<file path="src/rtl/hyperbus_pkg.sv">
// Shared definitions for the Wishbone-to-HyperBus burst bridge:
// CTI/BTE encodings, one-hot FSM states and the wrap-burst index step.
package hyperbus_pkg;

  localparam logic [2:0] CTI_CLASSIC = 3'b000;
  localparam logic [2:0] CTI_INCR    = 3'b010;
  localparam logic [2:0] CTI_EOB     = 3'b111;

  localparam logic [1:0] BTE_LINEAR  = 2'b00;
  localparam logic [1:0] BTE_WRAP4   = 2'b01;
  localparam logic [1:0] BTE_WRAP8   = 2'b10;
  localparam logic [1:0] BTE_WRAP16  = 2'b11;

  typedef enum logic [5:0] {
    ST_IDLE    = 6'b000001,
    ST_WR_WAIT = 6'b000010,
    ST_RD_WAIT = 6'b000100,
    ST_PF_WAIT = 6'b001000,
    ST_PF_HOLD = 6'b010000,
    ST_DRAIN   = 6'b100000
  } state_e;

  // Step the low four bits of a word index; only the bits covered by the
  // wrap length count up (modulo N), the rest keep their value.
  function automatic logic [3:0] wrap_inc(input logic [3:0] idx, input logic [1:0] bte);
    logic [3:0] mask;
    logic [3:0] inc;
    case (bte)
      BTE_WRAP4:  mask = 4'b0011;
      BTE_WRAP8:  mask = 4'b0111;
      BTE_WRAP16: mask = 4'b1111;
      default:    mask = 4'b1111;
    endcase
    inc = idx + 4'd1;
    return (idx & ~mask) | (inc & mask);
  endfunction

endpackage

</file>
<file path="src/rtl/hyperbus_burst_addr.sv">
// Combinational next-beat address for incrementing and wrapping bursts.
// The input is a word-aligned byte address; the output is word-aligned too.
module hyperbus_burst_addr
  import hyperbus_pkg::*;
#(
  parameter int WB_ADDR_WIDTH = 32,
  parameter int WB_DATA_WIDTH = 32
) (
  input  logic [WB_ADDR_WIDTH-1:0] adr_i,
  input  logic [1:0]               bte_i,
  output logic [WB_ADDR_WIDTH-1:0] nxt_o
);

  localparam int SEL_W    = WB_DATA_WIDTH / 8;
  localparam int BPW_LOG2 = $clog2(SEL_W);
  localparam logic [WB_ADDR_WIDTH-1:0] LOW_MASK =
    WB_ADDR_WIDTH'((64'd1 << BPW_LOG2) - 64'd1);

  logic [WB_ADDR_WIDTH-1:0] lin_s;
  logic [WB_ADDR_WIDTH-1:0] wrap_s;
  logic [WB_ADDR_WIDTH-1:0] nxt_s;

  // Linear bursts carry through the full width; wrap bursts only touch the index bits.
  always_comb begin
    lin_s  = adr_i + WB_ADDR_WIDTH'(SEL_W);
    wrap_s = adr_i;
    wrap_s[BPW_LOG2 +: 4] = wrap_inc(adr_i[BPW_LOG2 +: 4], bte_i);
    if (bte_i == BTE_LINEAR) begin
      nxt_s = lin_s;
    end else begin
      nxt_s = wrap_s;
    end
    nxt_o = nxt_s & ~LOW_MASK;
  end

endmodule

</file>
<file path="src/rtl/hyperbus_wb_burst.sv">
// Wishbone B4 classic/registered-feedback slave in front of the HyperBus
// FIFO request interface. Handles single accesses, CTI/BTE bursts with a
// one-beat read prefetch, and a response timeout reported on wb_err_o.
module hyperbus_wb_burst
  import hyperbus_pkg::*;
#(
  parameter int WB_DATA_WIDTH = 32,
  parameter int WB_ADDR_WIDTH = 32,
  parameter int TIMEOUT       = 1024
) (
  input  logic                       wb_clk,
  input  logic                       wb_rst,
  input  logic [WB_ADDR_WIDTH-1:0]   wb_adr_i,
  input  logic [WB_DATA_WIDTH-1:0]   wb_dat_i,
  input  logic                       wb_we_i,
  input  logic [WB_DATA_WIDTH/8-1:0] wb_sel_i,
  input  logic                       wb_cyc_i,
  input  logic                       wb_stb_i,
  input  logic [2:0]                 wb_cti_i,
  input  logic [1:0]                 wb_bte_i,
  output logic [WB_DATA_WIDTH-1:0]   wb_dat_o,
  output logic                       wb_ack_o,
  output logic                       wb_err_o,
  output logic                       wb_rty_o,
  output logic [WB_ADDR_WIDTH-1:0]   req_adr_o,
  output logic [WB_DATA_WIDTH-1:0]   req_dat_o,
  output logic [WB_DATA_WIDTH/8-1:0] req_mask_o,
  output logic                       req_rrq_o,
  output logic                       req_wrq_o,
  input  logic                       tx_done_i,
  input  logic                       rx_valid_i,
  input  logic [WB_DATA_WIDTH-1:0]   rx_dat_i
);

  localparam int SEL_W    = WB_DATA_WIDTH / 8;
  localparam int BPW_LOG2 = $clog2(SEL_W);
  localparam int TMO_W    = (TIMEOUT < 2) ? 1 : $clog2(TIMEOUT + 1);
  localparam bit TMO_EN   = (TIMEOUT != 0);
  localparam logic [TMO_W-1:0] TMO_MAX = TMO_W'(TIMEOUT);
  localparam logic [WB_ADDR_WIDTH-1:0] LOW_MASK =
    WB_ADDR_WIDTH'((64'd1 << BPW_LOG2) - 64'd1);

  state_e                   state_q,    state_d;
  logic [WB_ADDR_WIDTH-1:0] req_adr_q,  req_adr_d;
  logic [WB_DATA_WIDTH-1:0] req_dat_q,  req_dat_d;
  logic [SEL_W-1:0]         req_mask_q, req_mask_d;
  logic                     rrq_q,      rrq_d;
  logic                     wrq_q,      wrq_d;
  logic                     ack_q,      ack_d;
  logic                     err_q,      err_d;
  logic [WB_DATA_WIDTH-1:0] dat_q,      dat_d;
  logic [WB_DATA_WIDTH-1:0] buf_q,      buf_d;
  logic [TMO_W-1:0]         cnt_q,      cnt_d;
  logic [2:0]               cti_q,      cti_d;
  logic [1:0]               bte_q,      bte_d;
  logic                     abort_q,    abort_d;

  logic [WB_ADDR_WIDTH-1:0] nxt_adr_s;
  logic [WB_ADDR_WIDTH-1:0] adr_word_s;
  logic                     beat_s;
  logic                     aborted_s;
  logic                     tmo_hit_s;
  logic                     pf_match_s;
  logic                     pf_miss_s;

  hyperbus_burst_addr #(
    .WB_ADDR_WIDTH (WB_ADDR_WIDTH),
    .WB_DATA_WIDTH (WB_DATA_WIDTH)
  ) u_burst_addr (
    .adr_i (req_adr_q),
    .bte_i (bte_q),
    .nxt_o (nxt_adr_s)
  );

  // Decode the master's current beat against the outstanding/predicted address.
  always_comb begin
    beat_s     = wb_cyc_i & wb_stb_i;
    adr_word_s = wb_adr_i & ~LOW_MASK;
    aborted_s  = abort_q | ~wb_cyc_i;
    tmo_hit_s  = TMO_EN && (cnt_q == TMO_MAX);
    pf_match_s = beat_s & ~wb_we_i & (adr_word_s == req_adr_q);
    // The beat still on the bus during its own ack cycle is not a new beat.
    pf_miss_s  = ~ack_q & (~wb_cyc_i | (wb_stb_i & (wb_we_i | (adr_word_s != req_adr_q))));
  end

  // Next-state and next-output computation for the bridge FSM.
  always_comb begin
    state_d    = state_q;
    req_adr_d  = req_adr_q;
    req_dat_d  = req_dat_q;
    req_mask_d = req_mask_q;
    rrq_d      = 1'b0;
    wrq_d      = 1'b0;
    ack_d      = 1'b0;
    err_d      = 1'b0;
    dat_d      = dat_q;
    buf_d      = buf_q;
    cnt_d      = cnt_q;
    cti_d      = cti_q;
    bte_d      = bte_q;
    abort_d    = abort_q;
    case (state_q)
      ST_IDLE: begin
        if (beat_s && !ack_q && !err_q) begin
          req_adr_d  = adr_word_s;
          req_dat_d  = wb_dat_i;
          req_mask_d = ~wb_sel_i;
          cti_d      = wb_cti_i;
          bte_d      = wb_bte_i;
          cnt_d      = '0;
          abort_d    = 1'b0;
          if (wb_we_i) begin
            wrq_d   = 1'b1;
            state_d = ST_WR_WAIT;
          end else begin
            rrq_d   = 1'b1;
            state_d = ST_RD_WAIT;
          end
        end else begin
          state_d = ST_IDLE;
        end
      end
      ST_WR_WAIT: begin
        abort_d = aborted_s;
        if (tx_done_i) begin
          ack_d   = ~aborted_s & wb_stb_i;
          state_d = ST_IDLE;
        end else if (tmo_hit_s) begin
          err_d   = ~aborted_s & wb_stb_i;
          state_d = ST_IDLE;
        end else begin
          cnt_d = cnt_q + TMO_W'(1);
        end
      end
      ST_RD_WAIT: begin
        abort_d = aborted_s;
        if (rx_valid_i) begin
          dat_d = rx_dat_i;
          ack_d = ~aborted_s & wb_stb_i;
          if ((cti_q == CTI_INCR) && !aborted_s) begin
            req_adr_d = nxt_adr_s;
            rrq_d     = 1'b1;
            cnt_d     = '0;
            state_d   = ST_PF_WAIT;
          end else begin
            state_d = ST_IDLE;
          end
        end else if (tmo_hit_s) begin
          err_d   = ~aborted_s & wb_stb_i;
          state_d = ST_IDLE;
        end else begin
          cnt_d = cnt_q + TMO_W'(1);
        end
      end
      ST_PF_WAIT: begin
        if (rx_valid_i) begin
          if (pf_miss_s) begin
            state_d = ST_IDLE;
          end else begin
            buf_d   = rx_dat_i;
            state_d = ST_PF_HOLD;
          end
        end else if (pf_miss_s) begin
          cnt_d   = '0;
          state_d = ST_DRAIN;
        end else if (tmo_hit_s) begin
          state_d = ST_IDLE;
        end else begin
          cnt_d = cnt_q + TMO_W'(1);
        end
      end
      ST_PF_HOLD: begin
        if (ack_q || (wb_cyc_i && !wb_stb_i)) begin
          state_d = ST_PF_HOLD;
        end else if (pf_match_s) begin
          ack_d = 1'b1;
          dat_d = buf_q;
          if (wb_cti_i == CTI_INCR) begin
            req_adr_d = nxt_adr_s;
            rrq_d     = 1'b1;
            cnt_d     = '0;
            state_d   = ST_PF_WAIT;
          end else begin
            state_d = ST_IDLE;
          end
        end else begin
          state_d = ST_IDLE;
        end
      end
      ST_DRAIN: begin
        if (rx_valid_i || tmo_hit_s) begin
          state_d = ST_IDLE;
        end else begin
          cnt_d = cnt_q + TMO_W'(1);
        end
      end
      default: begin
        state_d = ST_IDLE;
      end
    endcase
  end

  // State and registered outputs; wb_rst abandons any transfer in flight.
  always_ff @(posedge wb_clk) begin
    if (wb_rst) begin
      state_q    <= ST_IDLE;
      req_adr_q  <= '0;
      req_dat_q  <= '0;
      req_mask_q <= '0;
      rrq_q      <= 1'b0;
      wrq_q      <= 1'b0;
      ack_q      <= 1'b0;
      err_q      <= 1'b0;
      dat_q      <= '0;
      buf_q      <= '0;
      cnt_q      <= '0;
      cti_q      <= CTI_CLASSIC;
      bte_q      <= BTE_LINEAR;
      abort_q    <= 1'b0;
    end else begin
      state_q    <= state_d;
      req_adr_q  <= req_adr_d;
      req_dat_q  <= req_dat_d;
      req_mask_q <= req_mask_d;
      rrq_q      <= rrq_d;
      wrq_q      <= wrq_d;
      ack_q      <= ack_d;
      err_q      <= err_d;
      dat_q      <= dat_d;
      buf_q      <= buf_d;
      cnt_q      <= cnt_d;
      cti_q      <= cti_d;
      bte_q      <= bte_d;
      abort_q    <= abort_d;
    end
  end

  assign wb_dat_o   = dat_q;
  assign wb_ack_o   = ack_q;
  assign wb_err_o   = err_q;
  assign wb_rty_o   = 1'b0;
  assign req_adr_o  = req_adr_q;
  assign req_dat_o  = req_dat_q;
  assign req_mask_o = req_mask_q;
  assign req_rrq_o  = rrq_q;
  assign req_wrq_o  = wrq_q;

endmodule

</file>
<file path="config.mk">
export PLATFORM = sky130hd
export DESIGN_NAME = hyperbus_wb_burst
export DESIGN_NICKNAME = d
export VERILOG_FILES = /design/src/rtl/hyperbus_pkg.sv /design/src/rtl/hyperbus_burst_addr.sv /design/src/rtl/hyperbus_wb_burst.sv
export SDC_FILE = /design/constraint.sdc
export NUM_CORES = 1
export LEC_CHECK = 0
export CAP_MARGIN = 10
export CELL_PAD_IN_SITES_DETAIL_PLACEMENT = 1
export CELL_PAD_IN_SITES_GLOBAL_PLACEMENT = 1
export CORE_ASPECT_RATIO = 0.8
export CORE_UTILIZATION = 38
export CTS_CLUSTER_SIZE = 28
export DETAILED_ROUTE_END_ITERATION = 12
export PLACE_DENSITY = 0.95
export SLEW_MARGIN = 20
export SYNTH_ARGS = -nofsm -noshare
export SYNTH_HDL_FRONTEND = slang
export SYNTH_SLANG_ARGS = --single-unit
</file>
<file path="constraint.sdc">
create_clock -name wb_clk -period 3.6 [get_ports wb_clk]
set_clock_uncertainty 0.1 [all_clocks]
set_input_delay 0.36 -clock wb_clk [delete_from_list [all_inputs] [get_ports wb_clk]]
set_output_delay 0.36 -clock wb_clk [all_outputs]
set_load 0.03 [all_outputs]
</file>
== After elaboration in Yosys (flattened, before gate mapping) ==
Cells that the tools add are included.
Storage, ports and cells
  flip-flop bits (word level): 159
  latch bits: 0
  memory bits (writable): 0
  bits in read-only memories: 0
  output and inout port bits: 105
  logic and storage cells: 144
  memories kept: 0
Operators by class
  add/subtract/negate cells: 3
  multiply operators: 0
  divide/modulo/power cells: 0
  $lt $le $gt $ge: 0
  equality and inequality tests: 24
  shift operators: 0
  multiplexer cells: 59
  bitwise operators: 21
  reduce and logical (&&, ||, !) cells: 23
Operators with widths (number)
  $mux W32: 10
  $mux W11: 11
  $pmux W32 S3: 1
  $pmux W11 S6: 1
  $pmux W32 S2: 1
  $mux W6: 9
  $pmux W6 S6: 1
  $add A32 B3 Y32 const B: 1
  $eq A32 B32 Y1: 1
  $ne A32 B32 Y1: 1
  $ne A2 B2 Y1 const B: 10
  $mux W1: 16
  $add A11 B1 Y11 const B: 1
  $eq A11 B11 Y1 const B: 1
  $reduce_and A9 Y1: 1
  $and A4 B4 Y4: 2
  $mux W4: 2
  $not A4 Y4: 2
  $pmux W4 S2: 1
  $not A1 Y1: 7
  $reduce_and A7 Y1: 1
  $and A1 B1 Y1: 6
  $eq A3 B2 Y1 const B: 2
  $eq A6 B1 Y1 const B: 1
  other kinds (27): 40

== Longest topological paths before layout ==
  word-level depth: 10
  mapped depth: 10

== By module ==
Synthesis repeated with hierarchy kept, for this count alone.
Second synthesis, totals
  cell total of the unflattened synthesis: 923
  area total of the unflattened synthesis: 7877.6 sq um
Modules (own cells, without submodules)
  hyperbus_wb_burst: times used 1, cells an instance 829, area an instance 7200.7 sq um, sequential area each 3183.1 sq um
  hyperbus_burst_addr: times used 1, cells an instance 94, area an instance 676.9 sq um, sequential area each 0.0 sq um

== Worst setup path after synthesis ==
No wires, ideal clock.
  path kind: register -> register
  from: register req_adr_q[2], in the netlist req_adr_o[2]
  to: register req_adr_q[20], in the netlist req_adr_o[20]
  library setup time: 86 ps
  data arrival time: 2305 ps
  data required time: 3414 ps
  path slack: 1109 ps
  stages on the path, launching flop included: 9
  path buffers: 0
  path through: dfxtp_1 > ha_1 > nand4_1 > nor4_1 > nand2_1 > nor2_1 > a31o_2 > a21oi_1 > a211oi_1
Between the ends
  longest elaborated chain between the ends: 6
  elaborated cells between the ends (all ways): 12
  those cells by class: 1 x add/sub; 2 x eq/ne; 7 x mux; 1 x bitwise; 1 x reduce/logical
RTL lines
  from (decl): RTL line hyperbus_wb_burst.sv:44  | logic [WB_ADDR_WIDTH-1:0] req_adr_q, req_adr_d;
  from (signal assigned): RTL line hyperbus_wb_burst.sv:222  | req_adr_q <= req_adr_d;
  $add A32 B3 Y32: RTL line hyperbus_burst_addr.sv:25  | lin_s = adr_i + WB_ADDR_WIDTH'(SEL_W);
  $mux W32: RTL line hyperbus_burst_addr.sv:28  | if (bte_i == BTE_LINEAR) begin
  $mux W32: RTL line hyperbus_wb_burst.sv:178  | if (wb_cti_i == CTI_INCR) begin
  $mux W32: RTL line hyperbus_wb_burst.sv:175  | end else if (pf_match_s) begin
  $mux W32: RTL line hyperbus_wb_burst.sv:173  | if (ack_q || (wb_cyc_i && !wb_stb_i)) begin
  $pmux W32 S3: RTL line hyperbus_wb_burst.sv:102  | case (state_q)
Several ways; a longest one is shown, not always the timed one. The select of a mux whose other input is x is not followed.
A chain may end at the register's enable or synchronous reset.

== Final worst setup path ==
  from: input wb_cyc_i
  to: register cnt_q[9]
Between the ends
  longest elaborated chain between the ends: 6
  elaborated cells between the ends (all ways): 21
  those cells by class: 4 x eq/ne; 3 x mux; 7 x bitwise; 7 x reduce/logical
RTL lines
  from (decl): RTL line hyperbus_wb_burst.sv:17  | input logic wb_cyc_i,
  $not A1 Y1: RTL line hyperbus_wb_burst.sv:79, hyperbus_wb_burst.sv:83
  $or A1 B1 Y1, on equally long branches: RTL line hyperbus_wb_burst.sv:83, hyperbus_wb_burst.sv:79
  $and A1 B1 Y1 or $logic_not A1 Y1 (tied branches): RTL line hyperbus_wb_burst.sv:83, hyperbus_wb_burst.sv:140
  $mux W11 or $logic_and A1 B1 Y1 (tied branches): RTL line hyperbus_wb_burst.sv:163, hyperbus_wb_burst.sv:140
  $mux W11 or $ne A3 B3 Y1 (tied branches)
  $pmux W11 S6 or $reduce_and A9 Y1 (tied branches)
  to (signal assigned): RTL line hyperbus_wb_burst.sv:231  | cnt_q <= cnt_d;
  to (decl): RTL line hyperbus_wb_burst.sv:53  | logic [TMO_W-1:0] cnt_q, cnt_d;
Several ways; a longest one is shown, not always the timed one. The select of a mux whose other input is x is not followed.

==> results.py <==
metrics = {
    "timing": {
        "timing.final.crit_share": 0.858,
        "worst_pin_slew_ps": 941,
        "drv_slew": 0,
        "setup_tns_ps": 0,
        "setup_viol": 0,
        "fmax_mhz": 324,
        "period_needed_ps": 3090,
        "hold_violations": 0,
        "holdWs_ps": 357,
        "rsz0062_at_grt": "false",
        "slew_headroom": 0.373,
    },
    "finish": {
        "n_antenna_cell": 0,
        "design_area_um2": 10600,
        "fin_nets": 1273,
        "final_layout_size_suffix_gt1_frac": 0.0582,
        "fillers": 2377,
        "area_growth_syn_to_layout_pct": 36.8,
    },
    "hold_path": {
        "hp-class": "flop to flop",
        "holdPathStages": 2,
    },
    "setup_path": {
        "end_kind": "flop",
        "crit_type": "primary input to flop",
        "cp_cell_sequence": "clkdlybuf4s50_1 -> nor2b_1 -> nand4_1 -> nor4_2 -> and4_1 -> o21ai_0 -> o21ai_0 -> o221ai_1",
        "cp_common_cell": "o21ai_0",
        "worstPathArrival_ps": 3270,
        "critPathMaxStageDelay_ps": 570,
        "cp_max_fo": 6,
        "required_ps": 3780,
        "start_kind": "primary input",
        "reg2reg_depth": 7,
        "slowest_stage": "clkdlybuf4s50_1",
    },
    "global_routing": {
        "track_usage": 0.255,
        "grt_pass1_wl_mm": 42.7,
        "grt_max_degree": 83,
        "antenna_found_initial": 0,
        "grt_overflow": 0,
        "grt_pass1_vias": 8261,
    },
    "logic_synthesis": {
        "async_reset_ff_frac": 0,
        "synth_area_leaders": "dfxtp_1 40%, nand2_1 9.1%, nor2_1 4.9%",
        "yosys_warnings": 0,
        "avgSynthCellArea_um2": 7.97,
        "synth_cell_types": 62,
        "ys_ff_latch": 157,
        "seq_area_frac_synth": 0.404,
        "synth_flop_cell": "dfxtp_1",
        "syn_area_um2": 7780,
        "yosysTopAreaCellShare": 0.404,
        "yosys.area.top_type": "dfxtp_1",
        "syn-instance-count": 976,
        "synth_edf_count": 0,
    },
    "clock_tree": {
        "cts_setup_buffers": 0,
        "clkTransAtPathRegs_ps": 70,
        "cts_resized": 0,
        "cts_tree": "yes",
        "cts_max_path_buffers": 2,
        "cts_root_buffer": "clkbuf_16",
        "htree_num_levels": 4,
        "cts.sinks": 157,
        "cts_hold_buffers": 0,
        "cts_buffers": 17,
        "clk_latency_ps": 430,
    },
    "route": {
        "wl_met2_mm": 12.6,
        "first_pass_iters": 5,
        "wirelength_met1_mm": 11.5,
        "dr_wl_met3_mm": 2.53,
        "detail-route-antenna-nets": 0,
        "viasPerCell": 5.72,
        "wl_per_cell_um": 19.0,
        "routed.top_layer": "met4",
        "routed_wl_mm": 27.2,
        "drc": 0,
        "first_iter_violations": 626,
        "num_vias": 8199,
    },
    "place": {
        "placed_area_um2": 10100,
        "place.detailed.hpwl_mm": 19.1,
        "portBuffers": 211,
        "gp_congestion": 0.871,
    },
    "floorplan": {
        "core-area_um2": 19900,
        "pin_count": 217,
        "fp.dieW_um": 162,
        "chipHeight_um": 130,
        "die-area_um2": 21000,
        "start_util": 0.391,
        "std_cell_rows": 46,
    },
    "power_and_ir_drop": {
        "finalPower_mw": 4.52,
        "power.static_leakage_nw": 3.85,
        "vdd_ir_drop_max_mv": 0.224,
        "power_density_nw_per_um2": 425,
    },
    "outcome": {
        "status": "complete, no violations",
    },
    "job": {
        "maxCapViolCount": 0,
    },
}
## metal layers
metal  up-vias  GRT usage
li1       3842          -
met3        45     0.0906
met5         -          0
met4         0     0.0782
met2       340      0.417
met1      3972      0.316
## cell usage in the layout, fill, tap and decap left out, types with 3 or more instances in the layout
cell	netlist	layout
clkinvlp_4	0	4
dfxtp_1	157	157
nand4b_1	5	5
a211oi_1	24	24
a311oi_1	34	34
and4b_1	3	3
or3_1	3	3
nor3_1	9	8
o22ai_1	5	5
o211ai_1	9	9
ha_1	5	5
o21ai_0	32	32
nand2b_1	3	3
a32o_1	7	7
a22o_1	3	3
o31ai_1	4	4
conb_1	1	3
xor2_1	6	6
and4_1	4	4
clkbuf_16	0	17
nor2b_1	5	5
nor2_1	102	101
nor3b_1	4	4
mux2i_1	35	35
nand2_1	188	188
buf_4	6	18
inv_6	0	5
a21o_1	5	5
inv_1	15	15
clkdlybuf4s50_1	0	210
nand4_1	27	27
nand3_1	38	37
a21oi_1	73	73
nor4_1	6	6
and3_1	13	13
xnor2_1	32	32
a31oi_1	13	13
## synth_stat cells, types with 13 or more instances
library cell	count
a211oi_1	24
nand3_1	38
buf_2	14
inv_1	15
and3_1	13
xnor2_1	32
o21ai_0	32
clkbuf_1	47
dfxtp_1	157
a311oi_1	34
a31oi_1	13
a21oi_1	73
mux2i_1	35
nand4_1	27
nand2_1	188
nor2_1	102
## layout make-up
class	count	area, µm²	area share
Clock buffer	18	429	0.0403
Clock inverter	14	126	0.0119
Inverter	16	60.1	0.00565
Multi-Input combinational cell	734	4270	0.402
Sequential cell	157	3140	0.295
Tap cell	264	330	0.0310
Timing Repair Buffer	230	2280	0.214
## path summary, 6_finish.rpt
path / start / endpoint / slack (ps)
worst min register to register: req_dat_o[16] / req_dat_o[16] / 360
worst max register to register: req_adr_o[11] / cnt_q[9] / 690
worst min-delay path: req_dat_o[16] / req_dat_o[16] / 360
worst max-delay path: wb_cyc_i / cnt_q[9] / 510
## power breakdown
group	switching (mW)	internal [mW]	leakage, nW
sequential	0.100	1.81	1.27
clock	0.838	0.908	0.261
combinational	0.493	0.374	2.31
## sequential cells by signal, indices dropped and copies added (netlist names), named ones only
| signal | count |
|---|---|
| req_wrq_o | 1 |
| req_mask_o | 4 |
| cnt_q | 11 |
| req_dat_o | 32 |
| cti_q | 3 |
| abort_q | 1 |
| wb_err_o | 1 |
| req_rrq_o | 1 |
| req_adr_o | 28 |
| buf_q | 32 |
| state_q | 6 |
| bte_q | 2 |
| wb_ack_o | 1 |
| wb_dat_o | 32 |
## kinds of logic after synthesis
kind of cell	share of synthesized area
AND/OR/NAND/NOR	0.248
AO/OA/AOI/OAI	0.199
flip-flops	0.404
buffers and inverters	0.0510
XOR/XNOR	0.0449
multiplexers	0.0450
adder cells (fa/ha/maj)	0.00804
other	0.000482
## metrics by stage
| stage | cells | setup slack, ps | utilization |
|---|---|---|---|
| global route | 1433 | 385 | 0.534 |
| CTS | 1433 | 657 | 0.534 |
| global placement | 1401 | 324 | 0.506 |
| floorplan | 978 | 1110 | - |
| finish | 1433 | 511 | 0.534 |
| detailed placement | 1401 | 222 | 0.506 |
## worst max-delay path: cells and delay by family
kind / cells / cell delay (ps)
AO/OA/AOI/OAI: 3 / 950
buffers and inverters: 1 / 570
AND/OR/NAND/NOR: 4 / 1380
Power figures use the tool's default switching activity.
